**config.mk**
```make
export PLATFORM = sky130hd
export DESIGN_NAME = prio_arbiter
export DESIGN_NICKNAME = d
export VERILOG_FILES = /design/src/rtl/arb_pkg.sv /design/src/rtl/arb_pick.sv /design/src/rtl/prio_arbiter.sv
export SDC_FILE = /design/constraint.sdc
export NUM_CORES = 1
export LEC_CHECK = 0
export ABC_AREA = 1
export BUFFER_PORTS_ARGS = -buffer_cell sky130_fd_sc_hd__buf_2
export CAP_MARGIN = 10
export CORE_MARGIN = 5
export CORE_UTILIZATION = 48
export CTS_CLUSTER_DIAMETER = 150
export CTS_CLUSTER_SIZE = 25
export DETAILED_ROUTE_END_ITERATION = 7
export PLACE_DENSITY = 0.84
export SLEW_MARGIN = 25
export SYNTH_ARGS = -nofsm -noshare
export SYNTH_HDL_FRONTEND = slang
export SYNTH_SLANG_ARGS = --single-unit
```
**constraint.sdc**
```tcl
create_clock -name clk -period 1.4 [get_ports clk]
set_input_delay 0.07 -clock clk [delete_from_list [all_inputs] [get_ports clk]]
set_output_delay 0.07 -clock clk [all_outputs]
set_load 0.01 [all_outputs]
```
**src/rtl/arb_pkg.sv**
```systemverilog
// Shared types and constants for the priority/round-robin arbiter.
package arb_pkg;

   localparam int ARB_N_REQ_DEF = 8;
   localparam int ARB_ID_W      = $clog2(ARB_N_REQ_DEF);
   localparam int ARB_HOLD_W    = 8;

   typedef enum logic [1:0] {
      IDLE  = 2'd0,
      GRANT = 2'd1,
      GAP   = 2'd2
   } ArbState;

endpackage

```
**src/rtl/arb_pick.sv**
```systemverilog
// Combinational winner search: scans requests downward from a start index,
// wrapping past zero, and reports the first set index found.
module arb_pick
   import arb_pkg::*;
#(
   parameter int N_REQ = ARB_N_REQ_DEF
) (
   input  logic [N_REQ-1:0]         req_i,
   input  logic [$clog2(N_REQ)-1:0] start_i,
   output logic [$clog2(N_REQ)-1:0] idx_o,
   output logic                     found_o
);

   localparam int W = $clog2(N_REQ);

   logic [W-1:0] scanIdx;

   // Walk start, start-1, ... with wrap; the first requester hit wins
   always_comb begin
      idx_o   = '0;
      found_o = 1'b0;
      scanIdx = '0;
      for (int k = 0; k < N_REQ; k++) begin
         scanIdx = W'((int'(start_i) + N_REQ - k) % N_REQ);
         if (!found_o && req_i[scanIdx]) begin
            found_o = 1'b1;
            idx_o   = scanIdx;
         end
      end
   end

endmodule

```
**src/rtl/prio_arbiter.sv**
```systemverilog
// Fixed-priority / round-robin arbiter with bounded grant hold time and a
// one-cycle dead gap between consecutive grants.
module prio_arbiter
   import arb_pkg::*;
#(
   parameter int N_REQ    = ARB_N_REQ_DEF,
   parameter int RR_MODE  = 0,
   parameter int MAX_HOLD = 16
) (
   input  logic                     clk,
   input  logic                     rst_n,
   input  logic [N_REQ-1:0]         req,
   input  logic                     done,
   output logic [N_REQ-1:0]         gnt,
   output logic [$clog2(N_REQ)-1:0] gnt_id,
   output logic                     gnt_valid,
   output logic                     timeout
);

   localparam int IdW = $clog2(N_REQ);
   localparam logic [ARB_HOLD_W-1:0] MaxHoldC = ARB_HOLD_W'(MAX_HOLD);

   ArbState                state_q, state_d;
   logic [N_REQ-1:0]       gnt_q, gnt_d;
   logic [IdW-1:0]         gntId_q, gntId_d;
   logic                   valid_q, valid_d;
   logic                   timeout_q, timeout_d;
   logic [ARB_HOLD_W-1:0]  hold_q, hold_d;
   logic [IdW-1:0]         lastId_q, lastId_d;

   logic [IdW-1:0]         pickStart;
   logic [IdW-1:0]         pickIdx;
   logic                   pickFound;
   logic                   holdExpired;
   logic                   releaseNow;

   // Fixed mode always scans from the top; round-robin starts one below the
   // last winner so the previous grantee becomes lowest priority
   always_comb begin
      pickStart = IdW'(N_REQ - 1);
      if (RR_MODE != 0) begin
         pickStart = (lastId_q == '0) ? IdW'(N_REQ - 1) : (lastId_q - IdW'(1));
      end
   end

   arb_pick #(
      .N_REQ (N_REQ)
   ) uPick (
      .req_i   (req),
      .start_i (pickStart),
      .idx_o   (pickIdx),
      .found_o (pickFound)
   );

   assign holdExpired = (hold_q == MaxHoldC);
   assign releaseNow  = done || !req[gntId_q] || holdExpired;

   // State register; reset drops straight to IDLE without passing through GAP
   always_ff @(posedge clk or negedge rst_n) begin
      if (!rst_n) begin
         state_q <= IDLE;
      end else begin
         state_q <= state_d;
      end
   end

   // Arbitration happens in IDLE and in the single GAP cycle, so grants are
   // separated by exactly one dead cycle
   always_comb begin
      state_d = state_q;
      case (state_q)
         IDLE, GAP: state_d = pickFound ? GRANT : IDLE;
         GRANT:     if (releaseNow) state_d = GAP;
         default:   state_d = IDLE;
      endcase
   end

   // Next values for the registered outputs and bookkeeping; grant fields are
   // frozen while granting and gnt_id keeps the last winner after release
   always_comb begin
      gnt_d     = gnt_q;
      gntId_d   = gntId_q;
      valid_d   = valid_q;
      timeout_d = 1'b0;
      hold_d    = hold_q;
      lastId_d  = lastId_q;
      case (state_q)
         IDLE, GAP: begin
            gnt_d   = '0;
            valid_d = 1'b0;
            hold_d  = '0;
            if (pickFound) begin
               gnt_d[pickIdx] = 1'b1;
               gntId_d        = pickIdx;
               valid_d        = 1'b1;
               hold_d         = ARB_HOLD_W'(1);
               lastId_d       = pickIdx;
            end
         end
         GRANT: begin
            if (releaseNow) begin
               gnt_d     = '0;
               valid_d   = 1'b0;
               hold_d    = '0;
               timeout_d = holdExpired && !done;
            end else begin
               hold_d = hold_q + ARB_HOLD_W'(1);
            end
         end
         default: begin
            gnt_d   = '0;
            valid_d = 1'b0;
            hold_d  = '0;
         end
      endcase
   end

   // Output and bookkeeping registers; every output comes straight from here
   always_ff @(posedge clk or negedge rst_n) begin
      if (!rst_n) begin
         gnt_q     <= '0;
         gntId_q   <= '0;
         valid_q   <= 1'b0;
         timeout_q <= 1'b0;
         hold_q    <= '0;
         lastId_q  <= '0;
      end else begin
         gnt_q     <= gnt_d;
         gntId_q   <= gntId_d;
         valid_q   <= valid_d;
         timeout_q <= timeout_d;
         hold_q    <= hold_d;
         lastId_q  <= lastId_d;
      end
   end

   assign gnt       = gnt_q;
   assign gnt_id    = gntId_q;
   assign gnt_valid = valid_q;
   assign timeout   = timeout_q;

endmodule

```
==> flow_summary.yaml <==
run_status:
  outcome: "completed"
power:
  p_per_area_nw_per_um2: 1550
  power_leakage_nw: 0.809
  ir_worst_vdd_mv: 1.23
routing:
  route.met3.wl_um: 122
  m1WireLength_um: 1050
  wl_met2_um: 1480
  drc: 0
  viasPerCell: 5.36
  drt-initial-drc-count: 66
  top_layer_used: "met4"
  vias: 1136
  wl_per_cell_um: 12.6
  drt_pass1_iterations: 4
  drtAntennaViolNets: 0
  finalWirelength_um: 2680
setup_path:
  worst_setup_path_end_kind: "flop"
  path_class: "reg2reg"
  cp_data_arrival_time_ns: 1.61
  ff2ff_path_depth: 10
  path_max_fanout: 8
  startpoint_type: "flop"
  worstPathRequired_ns: 1.61
floorplanning:
  die_y_um: 60.9
  num_rows: 18
  die_x_um: 60.9
  dieArea_um2: 3710
  coreArea_um2: 2480
  start_util_pct: 50.3
  io_pins: 24
logic_synthesis:
  synthArstFlopShare_pct: 100
  synth_warnings: 0
  synthCells: 150
  ys_top_cells_by_count: "nand2_1 (41), dfrtp_1 (23), inv_1 (18)"
  synth_area_um2: 1240
  yosysMostFrequentCell: "nand2_1"
  yosysSeqAreaShare_pct: 46.2
  synth_fp_nets: 163
  avgSynthCellArea_um2: 8.30
  ys.flop_type: "dfrtp_1"
  ys_top_cells_by_area: "dfrtp_1 (46%), nand2_1 (12%), nand3_1 (6.4%)"
  ys_ff_latch: 23
  synth_edf_count: 0
  synth_top_area_share_pct: 46.2
  ys_types: 23
  synth_top_area_cell: "dfrtp_1"
grt:
  antenna_found_initial: 0
  grt_max_degree: 24
  grt_overflow: 0
  grt_pass1_wl_um: 4460
  grt_use_total_pct: 16.2
  grt_pass1_vias: 1090
placed_design:
  dp_cells: 205
  gp_congestion: 0.797
  dp_hpwl_um: 2090
  port_buffers: 23
clock_tree:
  cts_root_buf: "clkbuf_4"
  cts_sinks: 23
  clk_pin_slew_ns: 0.12
  cts_tree: "done"
  numCtsBuffers: 3
  cts_buffer_depth: 2
  h-tree-depth: 1
  clock_latency_ns: 0.31
sta:
  finalSetupViolations: 0
  fin_hold_ws_ns: 0.0268
  slew_viol_final: 0
  finalClockSkew_ns: 0.000439
  slew_headroom_pct: 65.5
  tightest_slew_ns: 0.517
  final.min_clock_period_ns: 1.39
  post-route-period-util_pct: 99.5
  grt_setup_unrepaired: "yes"
  hold_viol: 0
  fmax_ghz: 0.718
run:
  drv_cap: 0
cells_and_area:
  fin_cells: 212
  syn_to_final_growth_pct: 21.1
  drive_gt1_share_pct: 28.6
  num_antenna_cells: 0
  fillers: 236
  multi_input_area_um2: 591
  final-seq-area_um2: 577
  fin_nets: 196
hold_path:
  hold_depth: 3
  hold_class: "in2reg"
cells in the final DEF, fill, tap and decap left out, types with 2 or more instances in the layout:
master | Yosys | final
xor2_1 | 4 | 4
clkbuf_4 | 0 | 3
buf_4 | 1 | 5
nor2_4 | 3 | 3
nand2_1 | 41 | 41
buf_2 | 1 | 23
nand2_4 | 2 | 2
inv_2 | 1 | 4
nand3b_1 | 2 | 2
nand3_1 | 16 | 15
dfrtp_1 | 23 | 22
inv_1 | 18 | 15
nand4_1 | 11 | 11
nor2_1 | 14 | 13
buf_6 | 2 | 2
nor2_2 | 1 | 2
nor3_1 | 2 | 2
path summary, 6_finish.rpt:
| kind | end | slack [ns] | start |
|---|---|---|---|
| worst max register to register | gnt[5] | 0.007 | hold_q[0] |
| min in group asynchronous | hold_q[2] | 0.25 | rst_n |
| max in group asynchronous | gnt_id[0] | 0.77 | rst_n |
| worst max-delay path | gnt[5] | 0.007 | hold_q[0] |
| worst min register to register | state_q[1] | 0.51 | state_q[1] |
| worst min-delay path | gnt[0] | 0.03 | req[0] |
metrics by stage:
| step | cell area (um^2) | utilization [%] | setup WS, ns | total power, mW | setup TNS [ns] |
|---|---|---|---|---|---|
| final | 1510 | 60.9 | 0.00714 | 2.33 | 0 |
| after global routing | 1510 | 60.9 | -0.0964 | 2.51 | -1.18 |
| after CTS | 1470 | 59.2 | 0.00126 | 2.23 | 0 |
| after detailed placement | 1420 | 57.3 | -0.0340 | 1.90 | -0.0737 |
| after global placement | 1420 | 57.3 | 0.0466 | 1.85 | 0 |
| after floorplan | 1240 | - | 0.0961 | 1.56 | 0 |
registers in the layout, summed over array words and instances, names as in the netlist:
signal,flops
timeout,1
gnt_valid,1
state_q,2
gnt_id,3
hold_q,8
gnt,8
worst max-delay path, stage by stage, from the launching register on:
cell,delay [ns]
dfrtp_1,0.42
inv_2,0.09
ha_4,0.13
inv_2,0.02
nor2_1,0.07
nand2_1,0.08
nor2_2,0.14
nor2_4,0.08
buf_12,0.13
nand4_1,0.08
nand2_1,0.06
layout make-up:
type                    count  area share [%]
clock buffers               4            1.74
inverters                  19            4.73
multi-input cells         104            39.2
flip-flops and latches     23            38.3
well taps                  30            2.49
repair buffers             32            13.6
routing by layer:
metal,GRT usage (%),vias up
met2,30.5,35
met3,2.55,4
met1,18.0,548
met5,0,-
li1,-,549
met4,6.50,0
what timing repair did:
item | 4_1_cts | 5_1_grt
setup buffers | 0 | 2
pin swaps | 0 | 5
resized for setup | 2 | 9
hold buffers | 1 | 0
setup endpoints to repair | 17 | 19
endpoints found under the hold margin | 23 | 0
where the power goes:
group	total (mW)	internal, mW	switching (mW)
registers	0.908	0.800	0.108
logic	1.12	0.458	0.661
clock network	0.305	0.111	0.194
total	2.33	1.37	0.963
kinds of logic (layout without fill, tap and decap cells):
logic type	Yosys count	in the layout	share of synthesized area (%)
AND/OR/NAND/NOR	95	95	38.6
AO/OA/AOI/OAI	2	2	1.11
XOR/XNOR	5	5	3.52
adder cells (fa/ha/maj)	2	2	2.01
buffers and inverters	23	55	8.54
flip-flops	23	23	46.2
Power figures use the tool's default switching activity.
